<file path="src/rtl/barrel_shift_sequencer_if.sv">
// Request, result and shifter-link signals for barrel_shift_sequencer.
// slave is the sequencer side, master is the requester/shifter side.
interface barrel_shift_sequencer_if #(
    parameter int WIDTH = 4,
    parameter int AMT_W = 4
);
    logic             in_valid;
    logic             in_ready;
    logic [WIDTH-1:0] in_data;
    logic [AMT_W-1:0] in_amt;
    logic             in_dir;
    logic [WIDTH-1:0] sh_D;
    logic [1:0]       sh_S;
    logic             sh_dir;
    logic [WIDTH-1:0] sh_Y;
    logic             out_valid;
    logic             out_ready;
    logic [WIDTH-1:0] out_data;
    logic [2:0]       out_steps;

    modport slave (
        input  in_valid, in_data, in_amt, in_dir, sh_Y, out_ready,
        output in_ready, sh_D, sh_S, sh_dir, out_valid, out_data, out_steps
    );

    modport master (
        output in_valid, in_data, in_amt, in_dir, sh_Y, out_ready,
        input  in_ready, sh_D, sh_S, sh_dir, out_valid, out_data, out_steps
    );
endinterface

</file>
<file path="src/rtl/barrel_shift_sequencer.sv">
// Splits a 0-15 shift into steps of at most 3 on an external 4-bit
// barrel shifter, feeding Y back, and returns the word with a step count.
module barrel_shift_sequencer #(
    parameter int WIDTH    = 4,
    parameter int AMT_W    = 4,
    parameter int STEP_MAX = 3
) (
    input logic clk,
    input logic rst,
    barrel_shift_sequencer_if.slave bus
);
    localparam logic [1:0] IDLE = 2'd0;
    localparam logic [1:0] STEP = 2'd1;
    localparam logic [1:0] DONE = 2'd2;

    localparam logic [AMT_W-1:0] STEP_LIM = AMT_W'(STEP_MAX);

    logic [1:0]       state;
    logic [WIDTH-1:0] acc;
    logic [AMT_W-1:0] rem;
    logic             dir;
    logic [2:0]       steps;
    logic [AMT_W-1:0] step_amt;
    logic [AMT_W-1:0] rem_next;

    // Per-step amount is the remainder clipped to the shifter's S range
    always_comb begin
        step_amt = (rem > STEP_LIM) ? STEP_LIM : rem;
        rem_next = rem - step_amt;
    end

    // Shifter link, handshakes and result are all decoded from state
    always_comb begin
        bus.in_ready  = (state == IDLE) && !rst;
        bus.sh_D      = acc;
        bus.sh_dir    = dir;
        bus.sh_S      = (state == STEP) ? step_amt[1:0] : 2'd0;
        bus.out_valid = (state == DONE);
        bus.out_data  = (state == DONE) ? acc : '0;
        bus.out_steps = (state == DONE) ? steps : 3'd0;
    end

    // Request capture, step iteration and result hand-off
    always_ff @(posedge clk) begin
        if (rst) begin
            state <= IDLE;
            acc   <= '0;
            rem   <= '0;
            dir   <= 1'b0;
            steps <= 3'd0;
        end else begin
            unique case (state)
                IDLE: begin
                    if (bus.in_valid) begin
                        acc   <= bus.in_data;
                        rem   <= bus.in_amt;
                        dir   <= bus.in_dir;
                        steps <= 3'd0;
                        state <= (bus.in_amt == '0) ? DONE : STEP;
                    end
                end
                STEP: begin
                    acc   <= bus.sh_Y;
                    rem   <= rem_next;
                    steps <= steps + 3'd1;
                    if (rem_next == '0) begin
                        state <= DONE;
                    end
                end
                DONE: begin
                    if (bus.out_ready) begin
                        state <= IDLE;
                    end
                end
                default: state <= IDLE;
            endcase
        end
    end
endmodule
</file>
<file path="src/flat_wrapper.sv">
// flat-port wrapper written by rule: the top's interface ports become plain ports
module barrel_shift_sequencer_flat 
#(
    parameter int WIDTH    = 4,
    parameter int AMT_W    = 4,
    parameter int STEP_MAX = 3
)
  (clk, rst, bus_in_valid, bus_in_data, bus_in_amt, bus_in_dir, bus_sh_Y, bus_out_ready, bus_in_ready, bus_sh_D, bus_sh_S, bus_sh_dir, bus_out_valid, bus_out_data, bus_out_steps);
  barrel_shift_sequencer_if #(.WIDTH(WIDTH), .AMT_W(AMT_W)) bus_i ();
  input logic clk;
  input logic rst;
  input wire logic [$bits(bus_i.in_valid)-1:0] bus_in_valid;
  input wire logic [$bits(bus_i.in_data)-1:0] bus_in_data;
  input wire logic [$bits(bus_i.in_amt)-1:0] bus_in_amt;
  input wire logic [$bits(bus_i.in_dir)-1:0] bus_in_dir;
  input wire logic [$bits(bus_i.sh_Y)-1:0] bus_sh_Y;
  input wire logic [$bits(bus_i.out_ready)-1:0] bus_out_ready;
  output wire logic [$bits(bus_i.in_ready)-1:0] bus_in_ready;
  output wire logic [$bits(bus_i.sh_D)-1:0] bus_sh_D;
  output wire logic [$bits(bus_i.sh_S)-1:0] bus_sh_S;
  output wire logic [$bits(bus_i.sh_dir)-1:0] bus_sh_dir;
  output wire logic [$bits(bus_i.out_valid)-1:0] bus_out_valid;
  output wire logic [$bits(bus_i.out_data)-1:0] bus_out_data;
  output wire logic [$bits(bus_i.out_steps)-1:0] bus_out_steps;
  assign bus_i.in_valid = bus_in_valid;
  assign bus_i.in_data = bus_in_data;
  assign bus_i.in_amt = bus_in_amt;
  assign bus_i.in_dir = bus_in_dir;
  assign bus_i.sh_Y = bus_sh_Y;
  assign bus_i.out_ready = bus_out_ready;
  assign bus_in_ready = bus_i.in_ready;
  assign bus_sh_D = bus_i.sh_D;
  assign bus_sh_S = bus_i.sh_S;
  assign bus_sh_dir = bus_i.sh_dir;
  assign bus_out_valid = bus_i.out_valid;
  assign bus_out_data = bus_i.out_data;
  assign bus_out_steps = bus_i.out_steps;
  barrel_shift_sequencer #(.WIDTH(WIDTH), .AMT_W(AMT_W), .STEP_MAX(STEP_MAX)) u_core (.clk(clk), .rst(rst), .bus(bus_i));
endmodule
</file>
<file path="config.mk">
export PLATFORM = sky130hd
export DESIGN_NAME = barrel_shift_sequencer_flat
export DESIGN_NICKNAME = d
export VERILOG_FILES = /design/src/rtl/barrel_shift_sequencer_if.sv /design/src/rtl/barrel_shift_sequencer.sv /design/src/flat_wrapper.sv
export SDC_FILE = /design/constraint.sdc
export NUM_CORES = 1
export LEC_CHECK = 0
export ABC_AREA = 1
export CORE_MARGIN = 4
export CORE_UTILIZATION = 42
export CTS_BUF_LIST = sky130_fd_sc_hd__clkbuf_2 sky130_fd_sc_hd__clkbuf_4 sky130_fd_sc_hd__clkbuf_8
export DETAILED_ROUTE_END_ITERATION = 8
export PLACE_DENSITY = 0.87
export SYNTH_ARGS = -nofsm -noshare
export SYNTH_HDL_FRONTEND = slang
export SYNTH_SLANG_ARGS = --single-unit
export TNS_END_PERCENT = 10
</file>
<file path="constraint.sdc">
create_clock -name clk -period 4.1 [get_ports clk]
set_clock_uncertainty 0.05 [all_clocks]
set_input_delay 0.82 -clock clk [delete_from_list [all_inputs] [get_ports clk]]
set_output_delay 0.82 -clock clk [all_outputs]
set_load 0.01 [all_outputs]
</file>
==> impl_metrics.ini <==
[logic_synthesis]
ys_ff_latch = 14
muxShareOfSynthArea = 0
synthCells = 127
yosys_warnings = 0
synthXorXnorAreaFrac = 0
synth_fa_ha_area_frac = 0.02946
synthesis.area_sq_um = 849.6
synthSimpleGateAreaFrac = 0.2960
synth_cell_types = 20
synth_top_family_by_area = simple AND/OR/NAND/NOR gates
synth_nets = 146
yosysSeqAreaShare = 0.3299
avgSynthCellArea_sq_um = 6.689
synth_compound_area_frac = 0.2106

[global_routing]
grt_usage = 0.1683
grt_max_degree = 17
grt_antenna_before_repair = 0
overflow = 0
first_global_vias = 814
grt_pass1_wl_mm = 3.443

[detailed_routing]
drtIter0Drc = 25
ant_nets = 0
wl_mm = 2.176
drc = 0
wl_per_cell_um = 11.76
dr.pass1.iters = 4
routed_via_density = 4.876
vias = 902

[power_and_ir_drop]
share_seq_of_total_power = 0.292
netSwitchingFraction = 0.4831
p_clk_frac = 0.096
p_leak_nw = 0.4968
comb_power_share = 0.612
ir_drop_v = 0.0005281
power_mw = 0.8547
internal-power_mw = 0.4418
p_sw_mw = 0.4129
power_density_mw_per_mm2 = 719.8

[sta]
fmax_mhz = 345.4
setup_viol = 0
tightestPinTransition_ns = 0.3900
rsz0062_at_grt = no
finalHoldViolations = 0
min_period_over_period = 0.7061
maxSlewHeadroom = 0.7397
holdWs_ns = 0.4262
maxSlewViolCount = 0
period_needed_ns = 2.895
tns_ns = 0

[layout]
nNetsFinal = 179
synthToLayoutAreaGrowth_pct = 39.76
final-seq-area_sq_um = 280.3
nFillCells = 185
n_antenna_cell = 0
multiInputGateArea_sq_um = 455.4
fin_area_sq_mm = 0.001187
drive_gt1_frac = 0.1139

[outcome]
status = completed

[clocking]
h-tree-depth = 1
clockBufferDepth = 2
hold_buffers = 0
cts-resized-gates = 0
post_cts_buffers = 0
cts_tree = yes
cts_root_buffer = clkbuf_4
clk_pin_slew_ns = 0.08
cts_sinks = 14
numCtsBuffers = 3
clock_latency_ns = 0.29

[floorplan]
start_util = 0.4375
dieArea_sq_mm = 0.002806
rows = 16
ios = 33
die_w_um = 52.98
core_sq_mm = 0.001942
die_h_um = 52.98

[worst_setup_path]
cp.arrival_ns = 2.03
endpoint_kind = output pin
cp_max_fo = 5
worst-setup-path-type = in -> out
path_cells = clkdlybuf4s50_1 > nor3_1 > clkdlybuf4s50_1
crit_top_cell = clkdlybuf4s50_1
crit_required_ns = 3.23
critPathLaunchType = input pin
rrSetupSlack_ns = 2.55
slowest_delay_ns = 0.57
cpMaxStageDelayCell = clkdlybuf4s50_1

[min_path]
hp-class = reg -> reg

[place]
placed_cell_area_sq_mm = 0.001165
io_buffers = 32
gp_congestion = 0.7558
place_hpwl_mm = 1.665

[job]
cap_violations = 0
==> cell families after synthesis <==
logic type / count (synthesis)
buf+inv: 24
compound gates: 31
flops: 14
simple gates: 56
fa+ha+maj: 2
==> cell usage in the layout, fill, tap and decap left out <==
master and count:
nand2_4 3, nor3_1 1, nand2_1 30, o21ai_0 10, inv_1 17, a21oi_1 8, nor2_1 12, dfxtp_1 14
a31oi_1 4, clkbuf_4 3, a21oi_2 3, ha_1 2, o21ai_1 4, clkdlybuf4s50_1 32, o21ai_2 2, inv_2 3
nand3_1 6, nor2_2 4
==> power groups by stage <==
stage | Clock (mW) | Sequential [mW] | Combinational (mW)
after global placement | 0 | 0.249 | 0.501
after floorplan | 0 | 0.252 | 0.378
final | 0.0819 | 0.250 | 0.523
after global routing | 0.0883 | 0.257 | 0.584
after detailed placement | 0 | 0.252 | 0.523
after CTS | 0.0823 | 0.249 | 0.527
==> synthesized netlist by cell type <==
| cell type | n | area [sq um] |
|---|---|---|
| ha_1 | 2 | 25.02 |
| buf_4 | 1 | 7.510 |
| a31oi_1 | 4 | 25.02 |
| o21ai_1 | 4 | 20.02 |
| nand2_1 | 30 | 112.6 |
| dfxtp_1 | 14 | 280.3 |
| nor2_2 | 4 | 25.02 |
| inv_1 | 17 | 63.81 |
| buf_8 | 1 | 15.01 |
| a21oi_2 | 3 | 26.28 |
| inv_2 | 3 | 11.26 |
| buf_6 | 1 | 11.26 |
| buf_2 | 1 | 5.000 |
| o21ai_2 | 2 | 17.52 |
| nor2_1 | 12 | 45.04 |
| a21oi_1 | 8 | 40.04 |
| nand2_4 | 3 | 33.78 |
| nor3_1 | 1 | 5.000 |
| o21ai_0 | 10 | 50.05 |
| nand3_1 | 6 | 30.03 |
==> per-stage QoR <==
| step | instances | util | worst slack, ns |
|---|---|---|---|
| final | 185 | 0.6115 | 1.205 |
| after global routing | 185 | 0.6115 | 1.133 |
| after CTS | 185 | 0.6115 | 1.196 |
| after detailed placement | 182 | 0.5999 | 1.215 |
| after global placement | 182 | 0.5999 | 1.213 |
| after floorplan | 127 | - | 2.151 |
==> critical path: cells and delay by family <==
kind / cells / cell delay [ns]
buffers and inverters: 2 / 1.04
AND/OR/NAND/NOR: 1 / 0.16
==> flip-flops by register name, indices dropped and copies added (netlist names) <==
register           cells
u_core.bus.sh_D        4
u_core.bus.sh_dir      1
u_core.rem             4
u_core.state           2
u_core.steps           3
==> layer usage <==
metal | GRT usage | routed length (um) | up-vias
li1 | - | - | 468
met4 | 0.06383 | 40 | 0
met1 | 0.1902 | 902 | 402
met2 | 0.2996 | 1127 | 27
met3 | 0.04225 | 105 | 5
met5 | 0 | 0 | -
==> worst paths after layout <==
path | from | endpoint | cells after the start
min reg2reg | u_core.bus.sh_dir | u_core.bus.sh_dir | 2
max | rst | bus_in_ready | 3
max reg2reg | u_core.rem[2] | u_core.state[0] | 9
min | u_core.bus.sh_dir | u_core.bus.sh_dir | 2
==> layout make-up <==
cell class,count,share of cell area
Inverter,20,0.06322
Sequential cell,14,0.2360
Multi-Input combinational cell,89,0.3836
Clock buffer,3,0.01897
Tap cell,27,0.02845
Timing Repair Buffer,32,0.2698
Power figures use the tool's default switching activity.
